[config.mk]
export PLATFORM = sky130hd
export DESIGN_NAME = flow_ctrl
export DESIGN_NICKNAME = d
export VERILOG_FILES = /design/src/rtl/flow_ctrl_pkg.sv /design/src/rtl/flow_ctrl_hazard_det.sv /design/src/rtl/flow_ctrl.sv
export SDC_FILE = /design/constraint.sdc
export NUM_CORES = 1
export LEC_CHECK = 0
export CORE_AREA = 2 2 80 82
export CTS_CLUSTER_DIAMETER = 50
export DETAILED_ROUTE_END_ITERATION = 16
export DIE_AREA = 0 0 82 84
export MAX_ROUTING_LAYER = met4
export RECOVER_POWER = 50
export SLEW_MARGIN = 5
export SYNTH_ARGS = -nofsm -noshare
export SYNTH_HDL_FRONTEND = slang
export SYNTH_SLANG_ARGS = --single-unit
[constraint.sdc]
create_clock -name clk -period 2.6 [get_ports clk]
set_input_delay 0.52 -clock clk [delete_from_list [all_inputs] [get_ports clk]]
set_output_delay 0.52 -clock clk [all_outputs]
set_load 0.01 [all_outputs]
[src/rtl/flow_ctrl_pkg.sv]
// Shared constants for the pipeline flow controller: flow codes, FSM state
// codes and a packed bundle holding one flow code per pipeline boundary.
package flow_ctrl_pkg;

    localparam int FLOW_WIDTH     = 2;
    localparam int REG_ADDR_WIDTH = 5;

    // Flow codes understood by every stage register.
    localparam logic [FLOW_WIDTH-1:0] FLOW_WORK    = 2'b00;
    localparam logic [FLOW_WIDTH-1:0] FLOW_STOP    = 2'b01;
    localparam logic [FLOW_WIDTH-1:0] FLOW_REFRESH = 2'b10;

    // Controller FSM state codes.
    localparam logic [1:0] ST_RUN       = 2'd0;
    localparam logic [1:0] ST_MD_WAIT   = 2'd1;
    localparam logic [1:0] ST_INT_DRAIN = 2'd2;
    localparam logic [1:0] ST_INT_ACK   = 2'd3;

    // One flow code per boundary, ordered PC first, MEM/WB last.
    typedef struct packed {
        logic [FLOW_WIDTH-1:0] pc;
        logic [FLOW_WIDTH-1:0] if_id;
        logic [FLOW_WIDTH-1:0] ex;
        logic [FLOW_WIDTH-1:0] mem;
        logic [FLOW_WIDTH-1:0] wb;
    } flow_vec_t;

    // Named output patterns used by the controller.
    localparam flow_vec_t FV_ALL_WORK  = {FLOW_WORK, FLOW_WORK, FLOW_WORK, FLOW_WORK, FLOW_WORK};
    localparam flow_vec_t FV_ALL_RESET = {FLOW_REFRESH, FLOW_REFRESH, FLOW_REFRESH,
                                          FLOW_REFRESH, FLOW_REFRESH};
    localparam flow_vec_t FV_MEM_STALL = {FLOW_STOP, FLOW_STOP, FLOW_STOP, FLOW_STOP, FLOW_REFRESH};
    localparam flow_vec_t FV_REDIRECT  = {FLOW_WORK, FLOW_REFRESH, FLOW_REFRESH, FLOW_WORK, FLOW_WORK};
    localparam flow_vec_t FV_INT_HOLD  = {FLOW_STOP, FLOW_REFRESH, FLOW_REFRESH, FLOW_WORK, FLOW_WORK};
    localparam flow_vec_t FV_MD_HOLD   = {FLOW_STOP, FLOW_STOP, FLOW_STOP, FLOW_REFRESH, FLOW_WORK};
    localparam flow_vec_t FV_LOAD_USE  = {FLOW_STOP, FLOW_STOP, FLOW_REFRESH, FLOW_WORK, FLOW_WORK};

endpackage

[src/rtl/flow_ctrl_hazard_det.sv]
// Load-use detector: flags when the instruction in ID reads a register that
// the load currently in EX has not yet fetched from memory.
module flow_hazard_det
    import flow_ctrl_pkg::*;
(
    input  logic                      reg1_rd_en_i,
    input  logic                      reg2_rd_en_i,
    input  logic [REG_ADDR_WIDTH-1:0] reg1_rd_adder_i,
    input  logic [REG_ADDR_WIDTH-1:0] reg2_rd_adder_i,
    input  logic                      ex_mem_rd_i,
    input  logic [REG_ADDR_WIDTH-1:0] ex_reg_wr_adder_i,
    output logic                      load_use_o
);

    logic rs1_hit;
    logic rs2_hit;

    // x0 is hard-wired zero, so a load targeting it never creates a dependency.
    always_comb begin
        rs1_hit    = reg1_rd_en_i && (reg1_rd_adder_i == ex_reg_wr_adder_i);
        rs2_hit    = reg2_rd_en_i && (reg2_rd_adder_i == ex_reg_wr_adder_i);
        load_use_o = ex_mem_rd_i && (ex_reg_wr_adder_i != '0) && (rs1_hit || rs2_hit);
    end

endmodule

[src/rtl/flow_ctrl.sv]
// Pipeline flow controller: arbitrates stalls, flushes, multi-cycle mul/div
// waits and interrupt entry, driving one flow code per pipeline boundary.
module flow_ctrl
    import flow_ctrl_pkg::*;
#(
    parameter int DRAIN_CYCLES = 2,
    parameter int CNT_WIDTH    = 32
) (
    input  logic                      clk,
    input  logic                      rst_n,
    input  logic                      id_reg1_rd_en_i,
    input  logic                      id_reg2_rd_en_i,
    input  logic [REG_ADDR_WIDTH-1:0] id_reg1_rd_adder_i,
    input  logic [REG_ADDR_WIDTH-1:0] id_reg2_rd_adder_i,
    input  logic                      ex_mem_rd_i,
    input  logic [REG_ADDR_WIDTH-1:0] ex_reg_wr_adder_i,
    input  logic                      jump_flag_i,
    input  logic                      md_start_i,
    input  logic                      md_done_i,
    input  logic                      mem_stall_i,
    input  logic                      int_req_i,
    output logic [FLOW_WIDTH-1:0]     flow_pc_o,
    output logic [FLOW_WIDTH-1:0]     flow_if_id_o,
    output logic [FLOW_WIDTH-1:0]     flow_ex_o,
    output logic [FLOW_WIDTH-1:0]     flow_mem_o,
    output logic [FLOW_WIDTH-1:0]     flow_wb_o,
    output logic                      int_ack_o,
    output logic [CNT_WIDTH-1:0]      bubble_cnt_o
);

    // A zero drain length still needs one drain cycle before the ack.
    localparam int                DRAIN_EFF  = (DRAIN_CYCLES < 1) ? 1 : DRAIN_CYCLES;
    localparam int                DCNT_W     = $clog2(DRAIN_EFF + 1);
    localparam logic [DCNT_W-1:0] DRAIN_INIT = DCNT_W'(DRAIN_EFF - 1);

    logic [1:0]           state_q,      state_d;
    logic [DCNT_W-1:0]    drain_cnt_q,  drain_cnt_d;
    logic [CNT_WIDTH-1:0] bubble_cnt_q, bubble_cnt_d;
    flow_vec_t            flow_fsm;
    flow_vec_t            flow_out;
    logic                 load_use;

    flow_hazard_det u_hazard (
        .reg1_rd_en_i      (id_reg1_rd_en_i),
        .reg2_rd_en_i      (id_reg2_rd_en_i),
        .reg1_rd_adder_i   (id_reg1_rd_adder_i),
        .reg2_rd_adder_i   (id_reg2_rd_adder_i),
        .ex_mem_rd_i       (ex_mem_rd_i),
        .ex_reg_wr_adder_i (ex_reg_wr_adder_i),
        .load_use_o        (load_use)
    );

    // FSM next-state, drain countdown and per-state flow pattern.
    always_comb begin
        // NOTE: every signal gets a default before the case so no path leaves it unassigned (no latch).
        state_d     = state_q;
        drain_cnt_d = drain_cnt_q;
        flow_fsm    = FV_ALL_WORK;
        case (state_q)
            ST_RUN: begin
                if (mem_stall_i) begin
                    flow_fsm = FV_MEM_STALL;
                end else if (jump_flag_i) begin
                    // A redirect wins over a pending interrupt; it is taken next cycle.
                    flow_fsm = FV_REDIRECT;
                end else if (int_req_i) begin
                    flow_fsm    = FV_INT_HOLD;
                    drain_cnt_d = DRAIN_INIT;
                    state_d     = ST_INT_DRAIN;
                end else if (md_start_i) begin
                    flow_fsm = FV_MD_HOLD;
                    state_d  = ST_MD_WAIT;
                end else if (load_use) begin
                    flow_fsm = FV_LOAD_USE;
                end
            end
            ST_MD_WAIT: begin
                // Interrupts and redirects wait until the mul/div result retires.
                if (mem_stall_i) begin
                    flow_fsm = FV_MEM_STALL;
                end else if (md_done_i) begin
                    state_d = ST_RUN;
                end else begin
                    flow_fsm = FV_MD_HOLD;
                end
            end
            ST_INT_DRAIN: begin
                // Older instructions keep retiring; a bus stall freezes the countdown.
                if (mem_stall_i) begin
                    flow_fsm = FV_MEM_STALL;
                end else begin
                    flow_fsm = FV_INT_HOLD;
                    if (drain_cnt_q == '0) begin
                        state_d = ST_INT_ACK;
                    end else begin
                        drain_cnt_d = drain_cnt_q - DCNT_W'(1);
                    end
                end
            end
            default: begin
                // ST_INT_ACK: the PC loads the trap vector this cycle.
                flow_fsm = FV_REDIRECT;
                state_d  = ST_RUN;
            end
        endcase
    end

    // Stage registers see REFRESH throughout reset, independent of the clock.
    always_comb begin
        flow_out = rst_n ? flow_fsm : FV_ALL_RESET;
    end

    // Saturating count of cycles where any boundary is not WORK.
    always_comb begin
        bubble_cnt_d = bubble_cnt_q;
        if ((flow_out != FV_ALL_WORK) && (bubble_cnt_q != '1)) begin
            bubble_cnt_d = bubble_cnt_q + CNT_WIDTH'(1);
        end
    end

    // State and counter registers.
    always_ff @(posedge clk or negedge rst_n) begin
        if (!rst_n) begin
            state_q      <= ST_RUN;
            drain_cnt_q  <= '0;
            bubble_cnt_q <= '0;
        end else begin
            // NOTE: non-blocking assignments so every flop samples pre-edge values.
            state_q      <= state_d;
            drain_cnt_q  <= drain_cnt_d;
            bubble_cnt_q <= bubble_cnt_d;
        end
    end

    assign flow_pc_o    = flow_out.pc;
    assign flow_if_id_o = flow_out.if_id;
    assign flow_ex_o    = flow_out.ex;
    assign flow_mem_o   = flow_out.mem;
    assign flow_wb_o    = flow_out.wb;
    assign int_ack_o    = (state_q == ST_INT_ACK);
    assign bubble_cnt_o = bubble_cnt_q;

endmodule

* Word level (Yosys, flattened, before mapping)
Index checks and enable logic that the tools add are counted.
Operators by class: add/sub/neg operators 2, equal/unequal tests 15, muxes and demuxes 25, reduce and logical (&&, ||, !) cells 13
Operators with widths (count):
- 2-to-1 mux 9 bit | 7
- adder 32 x 1 -> 32 bit (second input constant) | 1
- inequality test 32 bit (second input constant) | 1
- case mux 10 bit (3 select lines) | 1
- 2-to-1 mux 2 bit | 13
- inequality test 2 bit (second input constant) | 8
- equality test 5 bit | 2
- 2-to-1 mux 10 bit | 1
- nonzero test 10 bit | 1
- 2-to-1 mux 8 bit | 1
- AND reduction 7 bit | 1
- case mux 2 bit (3 select lines) | 1
- AND reduction 6 bit | 1
- logical AND 1 bit | 5
- nonzero test 5 bit | 1
- equality test 2 bit (second input constant) | 2
- zero test 2 bit | 2
- case mux 2 bit (2 select lines) | 1
- inequality test 3 bit (second input constant) | 1
- equality test 2 x 1 -> 1 bit (second input constant) | 1
- nonzero test 2 bit | 1
- subtractor 2 x 1 -> 2 bit (second input constant) | 1
- logical OR 1 bit | 1
Storage, ports and cells: register bits 36, bits of input ports 25, output and inout port bits 43, word-level logic and storage cells 58

* Longest topological paths before layout
depth after elaboration 13, depth in mapped cells 10, depth with buffers taken out 7

* Hierarchy
From an unflattened synthesis, not the netlist that was laid out.
Second synthesis, totals: cells, all modules 225, area total of the unflattened synthesis 2147.1 um^2
By module, submodules not included:
- flow_ctrl | times used 1, cells each 208, area an instance 2013.2 um^2, seq. area each 900.9 um^2
- flow_hazard_det | times used 1, cells each 17, area an instance 133.9 um^2, seq. area each 0.0 um^2

* Worst setup path before layout
No wires, ideal clock.
path kind flip-flop to flip-flop, from register bubble_cnt_q[0] (netlist: bubble_cnt_o[0]), to register bubble_cnt_q[13] (netlist: bubble_cnt_o[13]), library setup time 0.128 ns, data arrival time 2.207 ns, required time 2.472 ns, setup slack 0.265 ns, cell stages (with the launch flop) 9, path buffers 1, period minus slack after synthesis 2.335 ns, cells stage by stage dfrtp_1 ha_1 nand2_1 or3_1 or4_4 o21ba_1 buf_6 and3_1 xor2_1
On the way: longest elaborated chain between the ends 2, elaborated cells between the ends (all ways) 3, those cells by class add/sub (1); eq/ne (1); reduce/logical (1)
RTL lines:
- start: declaration | RTL line flow_ctrl.sv:38 | logic [CNT_WIDTH-1:0] bubble_cnt_q, bubble_cnt_d;
- start signal: assignment | RTL line flow_ctrl.sv:131 | bubble_cnt_q <= bubble_cnt_d;
- parallel branches: the longest is 2 deep, another holds adder 32 x 1 -> 32 bit
Parallel ways; which one is timed is not known. A chain may end at the register's enable or synchronous reset.

* Worst setup path after layout
from input ex_reg_wr_adder_i[4], to output flow_if_id_o[0]
On the way: longest elaborated chain between the ends 11, elaborated cells between the ends (all ways) 15, those cells by class eq/ne (2); mux (7); reduce/logical (6)
RTL lines:
- start: declaration | RTL line flow_ctrl.sv:16 | input logic [REG_ADDR_WIDTH-1:0] ex_reg_wr_adder_i,
- equality test 5 bit, on equally long branches | RTL line flow_ctrl_hazard_det.sv:20, flow_ctrl_hazard_det.sv:21
- logical AND 1 bit, on equally long branches | RTL line flow_ctrl_hazard_det.sv:20, flow_ctrl_hazard_det.sv:21
- logical OR 1 bit | RTL line flow_ctrl_hazard_det.sv:22 | load_use_o = ex_mem_rd_i && (ex_reg_wr_adder_i != '0) && (rs1_hit || rs2_hit);
- logical AND 1 bit (*) | RTL line flow_ctrl_hazard_det.sv:22
- 2-to-1 mux 9 bit (*) | RTL line flow_ctrl.sv:73 | end else if (load_use) begin
- 2-to-1 mux 9 bit (*) | RTL line flow_ctrl.sv:70 | end else if (md_start_i) begin
- 2-to-1 mux 9 bit (*) | RTL line flow_ctrl.sv:66 | end else if (int_req_i) begin
- 2-to-1 mux 9 bit (*) | RTL line flow_ctrl.sv:63 | end else if (jump_flag_i) begin
- 2-to-1 mux 9 bit (*) | RTL line flow_ctrl.sv:61 | if (mem_stall_i) begin
- case mux 10 bit (3 select lines) (*) | RTL line flow_ctrl.sv:59 | case (state_q)
- 2-to-1 mux 10 bit (*) | RTL line flow_ctrl.sv:110 | flow_out = rst_n ? flow_fsm : FV_ALL_RESET;
- end: declaration | RTL line flow_ctrl.sv:23 | output logic [FLOW_WIDTH-1:0] flow_if_id_o,
Mark *: on every way between the ends. The rest lies on a longest branch, timed or not.

==> reports/qor_table.md <==
| Step | Item | Value |
|:---|:---|:---|
| job | Max cap viols | 0 |
| drt | Drt first pass iters | 4 |
| critical path | Slowest cell on crit path | clkdlybuf4s15_1 |
| logic synthesis | Yosys reg bits | 36 |
| sta | Setup violation total in the final timing report | 0 |
| critical path | R2r setup slk | 0.20 ns |
| sta | Worst setup skew after layout | 0.006093 ns |
| critical path | Start point of the critical path | ex_reg_wr_adder_i[4] |
| logic synthesis | Multiplexer share of the synthesized area | 0% |
| clocking | Sinks on the clock net | 36 |
| pwr | IR Drop Worst-Case VDD | 517.6 uV |
| drt | Routed metal-1 wirelength | 2479 um |
| critical path | Endpoint arrival time on the critical path | 1.98 ns |
| placed design | Post-Place Setup Slack | -0.6114 ns |
| placed design | Weighted congestion reported at the end of routability-driven placement | 0.8092 |
| logic synthesis | Basic-gate share of the synthesized area counting and, or, nand and nor cells | 26.11% |
| sta | Setup TNS after final layout | 0 ns |
| final layout | Fraction of layout cells with a size suffix above 1 | 17.63% |
| logic synthesis | Combinational family with the most area after synthesis | simple AND/OR/NAND/NOR gates |
| clocking | Clock tree from TritonCTS | built |
| sta | Minimum setup slack in the final design | 0.1013 ns |
| placed design | Port bufs | 66 |
| pwr | Cell area power density | 603.0 nW/um^2 |
| drt | Initial detailed-routing violation count | 56 |
| drt | Detailed-route DRC error count | 0 |
| sta | Worst slew margin relative to its limit | 34.23% |
| global routing | Wire length of the first global-routing pass | 8935 um |
| critical path | Category of the most critical setup path | in -> out |
| global routing | Vias in the first global route | 1,889 |
| clocking | Maximum number of buffers from clock root to sink | 2 |
| critical path | Required time of the critical path | 2.08 ns |
| critical path | Sequence of cells on the critical path | clkdlybuf4s15_1 > xor2_1 > nor4_2 > a32oi_1 > o21bai_1 > nand3_1 > a21oi_2 > buf_2 |
| final layout | Total inserted antenna cells | 0 |
| drt | Top sig layer | met4 |
| critical path | Highest fanout seen on the critical path | 3 |
| logic synthesis | Synthesized netlist net count | 248 |
| logic synthesis | Share of the synthesized netlist area taken by xor and xnor gates | 16.54% |
| logic synthesis | Number of enable-type register cells in the synthesized netlist | 0 |
| sta | Post-route minimum period | 2.499 ns |
| drt | Final wirelength | 5479 um |
| floorplanning | I/O pin cnt | 68 |
| floorplanning | Core Rows | 29 |
| sta | Highest attainable clock frequency | 0.4002 GHz |
| pwr | Static power due to leakage | 0.001442 uW |
| drt | Routed wire per std cell | 14.08 um |
| critical path | End point of the critical path | flow_if_id_o[0] |
| final layout | Net count of the finished layout | 339 |
| global routing | Pin count of the biggest net entering global routing | 19 |
| final layout | Most common cell after layout, fill and taps aside | dfrtp_1 |
| clocking | Latest clock arrival within the worst-skew pair | 0.29 ns |
| floorplanning | Area enclosed by the die boundary | 6888 sq um |
| final layout | Area delta synth->final | 51.91% |
| drt | Metal3 WL | 509 um |
| logic synthesis | Post-synthesis sequential area ratio | 43.61% |
| logic synthesis | Arithmetic-cell share of the synthesized area counting full adders, half adders and majority gates | 1.211% |
| logic synthesis | Post-Syn Instances | 221 |
| drt | Vias post-DR | 1,952 |
| drt | Via-per-instance ratio | 5.018 |
| drt | Length of routed met2 wiring | 2443 um |
| floorplanning | Die boundary width | 82 um |
| logic synthesis | Post-synthesis area per instance | 9.347 sq um |
| min path | Min-delay worst type | in -> async |
| final layout | Commonest cells after routing, fill and taps aside | 36 x dfrtp_1, 27 x clkdlybuf4s50_1, 20 x nand2_1, 20 x xnor2_1, 20 x buf_4 |
| critical path | Kind of end point of the critical path | output pin |
| clocking | CTS Buf Count | 5 |
| global routing | Global-route usage over all layers | 16.78% |
| clocking | CTS H-tree lvls | 2 |
| floorplanning | Die Ht | 84 um |
| global routing | Remaining global-route overflow | 0 |
| placed design | Placed wire-length estimate | 4018 um |
| drt | Post-route ant nets | 0 |
| critical path | Crit path largest cell delay | 0.23 ns |
| logic synthesis | Top FF cell, synth | dfrtp_1 |
| clocking | Root cell of the clock tree | clkbuf_8 |
| logic synthesis | Complex-gate fraction of the synthesized area | 8.904% |
| sta | Number of slew-limit violations in the final report | 0 |
| sta | Final worst-path cycle share | 96.10% |
| clocking | Post-CTS clock slew at the launch and capture registers of the worst setup and hold paths | 0.07 ns |
| critical path | Endpoint of the worst register-to-register path | bubble_cnt_o[10] |
| sta | Setup repair after global routing missed its margin | false |
| global routing | Antenna violations before repair | 0 |
| floorplanning | Initial Util | 33.89% |
| logic synthesis | Yosys warnings | 0 |
| logic synthesis | Mapped Area | 2066 sq um |
| sta | Slew @ Worst Pin | 0.9865 ns |
| critical path | Startpoint class of the critical path | input port |
| floorplanning | Core area | 6096 sq um |
| critical path | R2R Path Start | bubble_cnt_o[0] |
| status | Status | finished, final reports clean |
| logic synthesis | Async set-reset flop share out of synthesis | 100.0% |
| sta | Number of hold-slack violations in the final timing report | 0 |
| logic synthesis | Unique cell type count in the Yosys netlist | 44 |
| critical path | Number of cells traversed by the worst register-to-register path | 8 |
## worst min path at each step
stage	start	to	depth (start not counted)
final	rst_n	bubble_cnt_o[30]	1
after global routing	rst_n	bubble_cnt_o[28]	1
after CTS	rst_n	bubble_cnt_o[29]	1
after global placement	rst_n	bubble_cnt_o[26]	1
after detailed placement	rst_n	bubble_cnt_o[30]	1
after floorplan	rst_n	bubble_cnt_o[0]	0
## layout make-up
class / count / area (sq um)
fill: 583 / 2958
timing repair buffer: 89 / 819.5
sequential: 36 / 900.9
clock buffer: 7 / 96.34
tap: 77 / 96.34
inverter: 8 / 30.03
multi-input combinational: 172 / 1195
## worst max-delay path: cells and delay by family
kind | cells | cell delay, ns
buf+inv | 2 | 0.37
xor+xnor | 1 | 0.20
compound gates | 3 | 0.53
simple gates | 2 | 0.36
## registers in the layout, summed over array words and instances, names as in the netlist
| register | cells |
|---|---|
| drain_cnt_q | 2 |
| bubble_cnt_o | 32 |
| state_q | 2 |
## metal layers
layer  GRT usage [%]  vias up
met5               -        -
met4           3.636        0
met3           5.195        5
met2           25.57       69
met1           21.93      923
li1                -      955
## metrics by stage
step | cells | power, uW | hold slack, ns | cell area (sq um) | util, %
5_1_grt | 389 | 2031 | 0.1153 | 3138 | 51.48
3_3_place_gp | 380 | 1458 | 0.4223 | 2947 | 48.34
4_1_cts | 389 | 1923 | 0.1206 | 3098 | 50.82
3_5_place_dp | 380 | 1464 | 0.4399 | 2947 | 48.34
6_report | 389 | 1892 | 0.1144 | 3138 | 51.48
2_1_floorplan | 221 | 1127 | 0.2244 | 2066 | -
## cells by family (layout without fill, tap and decap cells)
kind of cell	after synthesis	after routing
AOI/OAI and AO/OA	27	27
xor gates and xnor gates	39	39
adders and majority gates	2	2
buffers and inverters	13	104
DFF	36	36
other	1	1
and+or+nand+nor	103	103
## power breakdown
| group | internal (uW) | leakage, uW | switching, uW |
|---|---|---|---|
| Sequential | 651 | 0.000462 | 120 |
| Clock | 236 | 0.0000503 | 197 |
| Combinational | 358 | 0.000930 | 330 |
## Yosys cell counts, types with 2 or more instances
master	n	share of area [%]
ha_1	2	1.2
and3_1	10	3.0
nand3_1	19	4.6
o21a_1	2	0.73
nor3b_1	2	0.73
nor2_1	15	2.7
o21ai_0	7	1.7
a21oi_1	5	1.2
nor3_1	10	2.4
inv_1	8	1.5
xnor2_1	20	8.5
dfrtp_1	36	44
or3_1	2	0.61
nor4_1	3	0.91
nand4_1	10	3.0
xor2_1	19	8.1
clkbuf_1	2	0.36
nand2_1	20	3.6
nor2b_1	4	1.2
## timing repair
item                       4_1_cts  5_1_grt
hold buffers                     0        0
gates resized for setup         38       20
setup buffers                    3        0
pin swaps                        5        6
setup endpoints to repair       26       34
Power figures use the tool's default switching activity.
